--- src/rtl/motor_sequencer.sv ---
// motor_sequencer: H-bridge sequencing with dead-time, soft-start ramp,
// filtered overcurrent shutdown, retry and lockout.
module motor_sequencer #(
  parameter int DEAD_CYCLES       = 1000,
  parameter int RAMP_STEP_CYCLES  = 25000,
  parameter int FAULT_HOLD_CYCLES = 100000,
  parameter int COMP_FILTER       = 4,
  parameter int MAX_RETRY         = 3
) (
  input  logic       clk,
  input  logic       rst_n,
  input  logic       enable,
  input  logic       fwd_req,
  input  logic       bwd_req,
  input  logic [2:0] duty_req,
  input  logic       comp_a,
  input  logic       comp_b,
  input  logic       pwm_pulse,
  output logic [2:0] duty_cmd,
  output logic [3:0] hb_in,
  output logic       en_a,
  output logic       en_b,
  output logic       fault,
  output logic       lockout,
  output logic [2:0] state
);

  localparam int M1   = (DEAD_CYCLES > RAMP_STEP_CYCLES) ? DEAD_CYCLES : RAMP_STEP_CYCLES;
  localparam int CMAX = (M1 > FAULT_HOLD_CYCLES) ? M1 : FAULT_HOLD_CYCLES;
  localparam int CW   = $clog2(CMAX + 1);
  localparam int FW   = $clog2(COMP_FILTER + 1);
  localparam int RW   = $clog2(MAX_RETRY + 1);

  typedef enum logic [2:0] {
    S_IDLE = 3'd0, S_DEAD = 3'd1, S_RAMP = 3'd2,
    S_RUN  = 3'd3, S_FAULT = 3'd4, S_LOCKOUT = 3'd5
  } state_e;

  typedef enum logic [1:0] {D_STOP = 2'd0, D_FWD = 2'd1, D_BWD = 2'd2} dir_e;

  // bit order: {comp_b, comp_a, bwd, fwd, enable}
  logic [4:0] sync1_q, sync2_q;
  logic [FW-1:0] flt_q;
  state_e state_q, state_d;
  dir_e dir_q, dir_d, tgt;
  logic [CW-1:0] cnt_q, cnt_d;
  logic [2:0] duty_q, duty_d, dreq;
  logic [RW-1:0] retry_q, retry_d;
  logic [3:0] hb_q, hb_d;
  logic gate_q, gate_d, drive;
  logic en_s, oc;

  // two-flop synchronizers for all asynchronous switch/comparator inputs
  always_ff @(posedge clk or negedge rst_n) begin
    if (!rst_n) begin
      sync1_q <= '0;
      sync2_q <= '0;
    end else begin
      sync1_q <= {comp_b, comp_a, bwd_req, fwd_req, enable};
      sync2_q <= sync1_q;
    end
  end

  assign en_s = sync2_q[0];
  assign oc   = (flt_q == FW'(COMP_FILTER));
  assign dreq = (duty_req > 3'd4) ? 3'd4 : duty_req;

  // overcurrent filter: count consecutive high cycles, saturating
  always_ff @(posedge clk or negedge rst_n) begin
    if (!rst_n) flt_q <= '0;
    else if (sync2_q[3] | sync2_q[4]) begin
      if (!oc) flt_q <= flt_q + FW'(1);
    end else flt_q <= '0;
  end

  // requested direction; both or neither asserted means stop
  always_comb begin
    tgt = D_STOP;
    if (sync2_q[1] && !sync2_q[2]) tgt = D_FWD;
    else if (sync2_q[2] && !sync2_q[1]) tgt = D_BWD;
  end

  // next-state logic; enable low overrides everything and clears retries
  always_comb begin
    state_d = state_q;
    dir_d   = dir_q;
    cnt_d   = cnt_q;
    duty_d  = duty_q;
    retry_d = retry_q;
    if (!en_s) begin
      state_d = S_IDLE;
      retry_d = '0;
      duty_d  = '0;
      cnt_d   = '0;
    end else begin
      unique case (state_q)
        S_IDLE: begin
          if (tgt != D_STOP) begin
            state_d = S_DEAD;
            dir_d   = tgt;
            cnt_d   = '0;
          end
        end
        S_DEAD, S_RAMP, S_RUN: begin
          if (tgt == D_STOP) begin
            state_d = S_IDLE;
            duty_d  = '0;
            cnt_d   = '0;
          end else if (oc) begin
            state_d = S_FAULT;
            duty_d  = '0;
            cnt_d   = '0;
            retry_d = retry_q + RW'(1);
          end else if (tgt != dir_q) begin
            // direction flip always passes through a full dead time
            state_d = S_DEAD;
            dir_d   = tgt;
            duty_d  = '0;
            cnt_d   = '0;
          end else begin
            unique case (state_q)
              S_DEAD: begin
                if (cnt_q == CW'(DEAD_CYCLES - 1)) begin
                  state_d = S_RAMP;
                  duty_d  = '0;
                  cnt_d   = '0;
                end else cnt_d = cnt_q + CW'(1);
              end
              S_RAMP: begin
                if (duty_q >= dreq) begin
                  state_d = S_RUN;
                  cnt_d   = '0;
                end else if (cnt_q == CW'(RAMP_STEP_CYCLES - 1)) begin
                  duty_d = duty_q + 3'd1;
                  cnt_d  = '0;
                end else cnt_d = cnt_q + CW'(1);
              end
              default: begin
                // RUN: drop instantly, climb back through the ramp
                if (dreq < duty_q) duty_d = dreq;
                else if (dreq > duty_q) begin
                  state_d = S_RAMP;
                  cnt_d   = '0;
                end
              end
            endcase
          end
        end
        S_FAULT: begin
          if (cnt_q == CW'(FAULT_HOLD_CYCLES - 1)) begin
            state_d = (retry_q < RW'(MAX_RETRY)) ? S_IDLE : S_LOCKOUT;
            cnt_d   = '0;
          end else cnt_d = cnt_q + CW'(1);
        end
        S_LOCKOUT: state_d = S_LOCKOUT;
        default:   state_d = S_IDLE;
      endcase
    end
  end

  // bridge pattern and drive gate registered from next state
  always_comb begin
    drive  = (state_d == S_RAMP) || (state_d == S_RUN);
    hb_d   = 4'b0000;
    if (drive) hb_d = (dir_d == D_FWD) ? 4'b1001 : 4'b0110;
    gate_d = drive && (duty_d != 3'd0);
  end

  // state register and registered outputs
  always_ff @(posedge clk or negedge rst_n) begin
    if (!rst_n) begin
      state_q <= S_IDLE;
      dir_q   <= D_STOP;
      cnt_q   <= '0;
      duty_q  <= '0;
      retry_q <= '0;
      hb_q    <= '0;
      gate_q  <= 1'b0;
    end else begin
      state_q <= state_d;
      dir_q   <= dir_d;
      cnt_q   <= cnt_d;
      duty_q  <= duty_d;
      retry_q <= retry_d;
      hb_q    <= hb_d;
      gate_q  <= gate_d;
    end
  end

  assign state    = state_q;
  assign duty_cmd = duty_q;
  assign hb_in    = hb_q;
  assign en_a     = pwm_pulse & gate_q;
  assign en_b     = pwm_pulse & gate_q;
  assign fault    = (state_q == S_FAULT) || (state_q == S_LOCKOUT);
  assign lockout  = (state_q == S_LOCKOUT);

endmodule

--- config.mk ---
export PLATFORM = sky130hd
export DESIGN_NAME = motor_sequencer
export DESIGN_NICKNAME = d
export VERILOG_FILES = /design/src/rtl/motor_sequencer.sv
export SDC_FILE = /design/constraint.sdc
export NUM_CORES = 1
export LEC_CHECK = 0
export CORE_MARGIN = 2
export CORE_UTILIZATION = 45
export CTS_CLUSTER_DIAMETER = 30
export DETAILED_ROUTE_END_ITERATION = 6
export DONT_BUFFER_PORTS = 1
export HOLD_SLACK_MARGIN = 0.12
export PLACE_DENSITY = 0.62
export SLEW_MARGIN = 20
export SYNTH_ARGS = -nofsm -noshare
export SYNTH_HDL_FRONTEND = slang
export SYNTH_SLANG_ARGS = --single-unit
--- constraint.sdc ---
create_clock -name clk -period 3.5 [get_ports clk]
set_input_delay 0.525 -clock clk [delete_from_list [all_inputs] [get_ports clk]]
set_output_delay 0.525 -clock clk [all_outputs]
set_load 0.01 [all_outputs]
==> results.tsv <==
metric	value	unit
status	complete, no violations	
Pwr Density	437	nW/um2
CTS clk-pin slew, worst paths	0.09	ns
Num CTS Buffers	5	
post-synth top area cell	dfrtp_1	
Final Critical Period	2.73	ns
FILL cells	511	
share of cells above drive strength 1	11.5	%
cell area after synthesis	2530	um2
RD Place Congestion	0.820	
post-detail-place hpwl	3550	um
Synth Net Count	291	
Initial Util	46.2	%
Tightest Pin Transition	0.767	ns
final setup vio count	0	
row cnt	27	
Fin Setup TNS	0	ns
Max-cap violations	0	
max-slew violations	0	
vias in the first global route	1863	
r2r endpoint	cnt_q[6]	
Synth area leaders	dfrtp_1 (43%), ha_1 (5.0%), nand3_1 (4.4%)	
CTS sink count	43	
DR vias	1979	
critical path data required time	3.69	ns
initial DRC count	82	
Antenna Nets Post-Route	0	
Design Area, Final	2720	um2
WS Path Type	reg2reg	
area of placed instances	2560	um2
vias per std cell	5.80	
Critical Path Sink Type	register	
DRT Pass-1 Iters	7	
Worst Reg2Reg Path Length in Cells	8	
crit path DAT	2.93	ns
Synth Area per Inst	9.36	um2
Die H	78.9	um
die width	78.9	um
DIE AREA	6230	um2
remaining routing DRC violations	0	
Routed wire per std cell	14.9	um
Ys Warns	0	
final net count	289	
Post-synth EDFFs	0	
largest net degree at the start of global routing	44	
Routed WL	5090	um
Max Freq	0.366	GHz
area grow syn2layout	7.58	%
Hold Path Class	in2reg	
Finished Core Util	49.7	%
Setup crit end	cnt_q[6]	
startpoint types	register	
first-pass GRT wire length	8700	um
#FFs+latches synth	43	
Netlist cell types	57	
clk root buf	clkbuf_8	
register area share after synthesis	42.6	%
GRT Util Overall	17.7	%
Layout Cells excl Fill	341	
unrepaired setup endpoints after global routing	no	
main flop type after synthesis	dfrtp_1	
final clock skew	0.00710	ns
hold_sp	bwd_req	
Max IR drop VDD	0.000256	V
Worst-Skew Late Latency	0.29	ns
r2r setup slk	0.77	ns
Worst setup startpoint	duty_cmd[2]	
diode count	0	
Final Hold Viols	0	
CTS tree	built	
FFs w/ async S/R, synth	100	%
final worst-path cycle share	78.1	%
Ports	25	
clk buf depth	2	
placed cell count	331	
top cell type's share of synthesized area	42.6	%
Leakage	0.00120	uW
gr ovfl total	0	
core area	5470	um2
number of port buffers	0	
post-synthesis cell count	270	
R2R Path Start	duty_cmd[2]	
worst-path maximum fanout	8	
initial antenna violation count	0	
Clock H-tree levels	2	
Relative slew margins	48.8	%
==> logic make-up (layout without fill, tap and decap cells) <==
logic type | count (synthesis) | count (layout) | share of synthesized area, %
muxes | 5 | 5 | 2.13
AOI/OAI and AO/OA | 56 | 56 | 14.7
DFF | 43 | 43 | 42.6
and+or+nand+nor | 127 | 127 | 29.3
xor gates and xnor gates | 6 | 6 | 2.08
adders and majority gates | 10 | 10 | 4.95
buffers and inverters | 23 | 22 | 4.21
==> how the worst min path moves through the flow <==
stage	to	depth (start not counted)
2_1_floorplan	cnt_q[0]	0
3_5_place_dp	sync1_q[4]	0
6_report	sync1_q[2]	0
4_1_cts	sync1_q[2]	0
3_3_place_gp	sync1_q[4]	0
5_1_grt	sync1_q[2]	0
==> what timing repair did <==
action                    4_1_cts  5_1_grt
hold endpoints to repair       43        0
hold buffers                    2        0
resized for setup               0        0
buffers inserted                0        0
==> sequential cells by signal, indices dropped and copies added, names as in the netlist <==
signal	flops
flt_q	3
dir_q	2
retry_q	2
state	3
sync1_q	5
hb_in	2
cnt_q	17
sync2_q	5
duty_cmd	3
gate_q	1
==> through the flow <==
stage          worst slack (ns)  power, uW  hold slack [ns]
4_1_cts                   0.767       1200            0.245
6_report                  0.765       1190            0.252
2_1_floorplan              1.15        728            0.229
3_5_place_dp              0.723        772            0.231
3_3_place_gp              0.802        768            0.231
5_1_grt                   0.614       1260            0.230
==> synthesized netlist by cell type, drive strengths merged (2+ instances only) <==
cell	n
dfrtp	43
nor2	25
nand2	24
nand3	22
a21oi	18
o21ai	13
inv	11
ha	10
a21o	8
or3	8
clkbuf	7
nor3	7
buf	5
nor4	5
nand4	4
nor2b	4
xor2	4
a22o	3
a31oi	3
and3	3
mux2	3
nand2b	3
nor3b	3
or4bb	3
a221o	2
and2	2
and3b	2
and4	2
mux2i	2
nand4b	2
o21a	2
or4	2
or4b	2
xnor2	2
==> power by group <==
part           leakage (uW)  switching, uW  internal [uW]
clock network     0.0000618            177            235
logic              0.000568            116           84.6
registers          0.000569           40.9            533
total               0.00120            334            853
==> worst max-delay path, stage by stage, from the launching register on <==
cell and delay [ns]:
dfrtp_1 0.46, inv_1 0.11, ha_1 0.32, and3b_1 0.23
o21a_1 0.27, and3b_1 0.22, o221ai_1 0.62, o21ai_0 0.19
a22o_1 0.21
==> metal layers <==
metal  GRT usage (%)  part of all wire [%]  up-vias
li1                -                     -      969
met1            22.9                    47      970
met2            29.7                    48       36
met3            3.98                   3.8        4
met4            5.69                   1.0        0
met5               0                     0        -
==> layout make-up <==
cell class                 instances  area (um2)  area share (%)
multi-input combinational        204        1340            49.4
sequential                        43        1080            39.6
tap                               72        90.1            3.31
clock buffer                       6        82.6            3.04
timing repair buffer               3        45.0            1.66
inverter                          11        41.3            1.52
clock inverter                     2        38.8            1.43
==> cell usage in the layout, fill, tap and decap left out, drive strengths merged, types with 3 or more instances in the layout <==
master / n
nor3: 7
mux2: 3
dfrtp: 43
xor2: 4
nand2b: 3
nor2b: 4
a21oi: 18
or3: 8
nand2: 24
o21ai: 13
nand3: 22
nor3b: 3
a31oi: 3
a21o: 8
a22o: 3
and3: 3
nand4: 4
nor4: 5
clkbuf: 6
inv: 12
or4bb: 3
nor2: 25
ha: 10
Note: power is estimated with default switching activity, not from simulation.
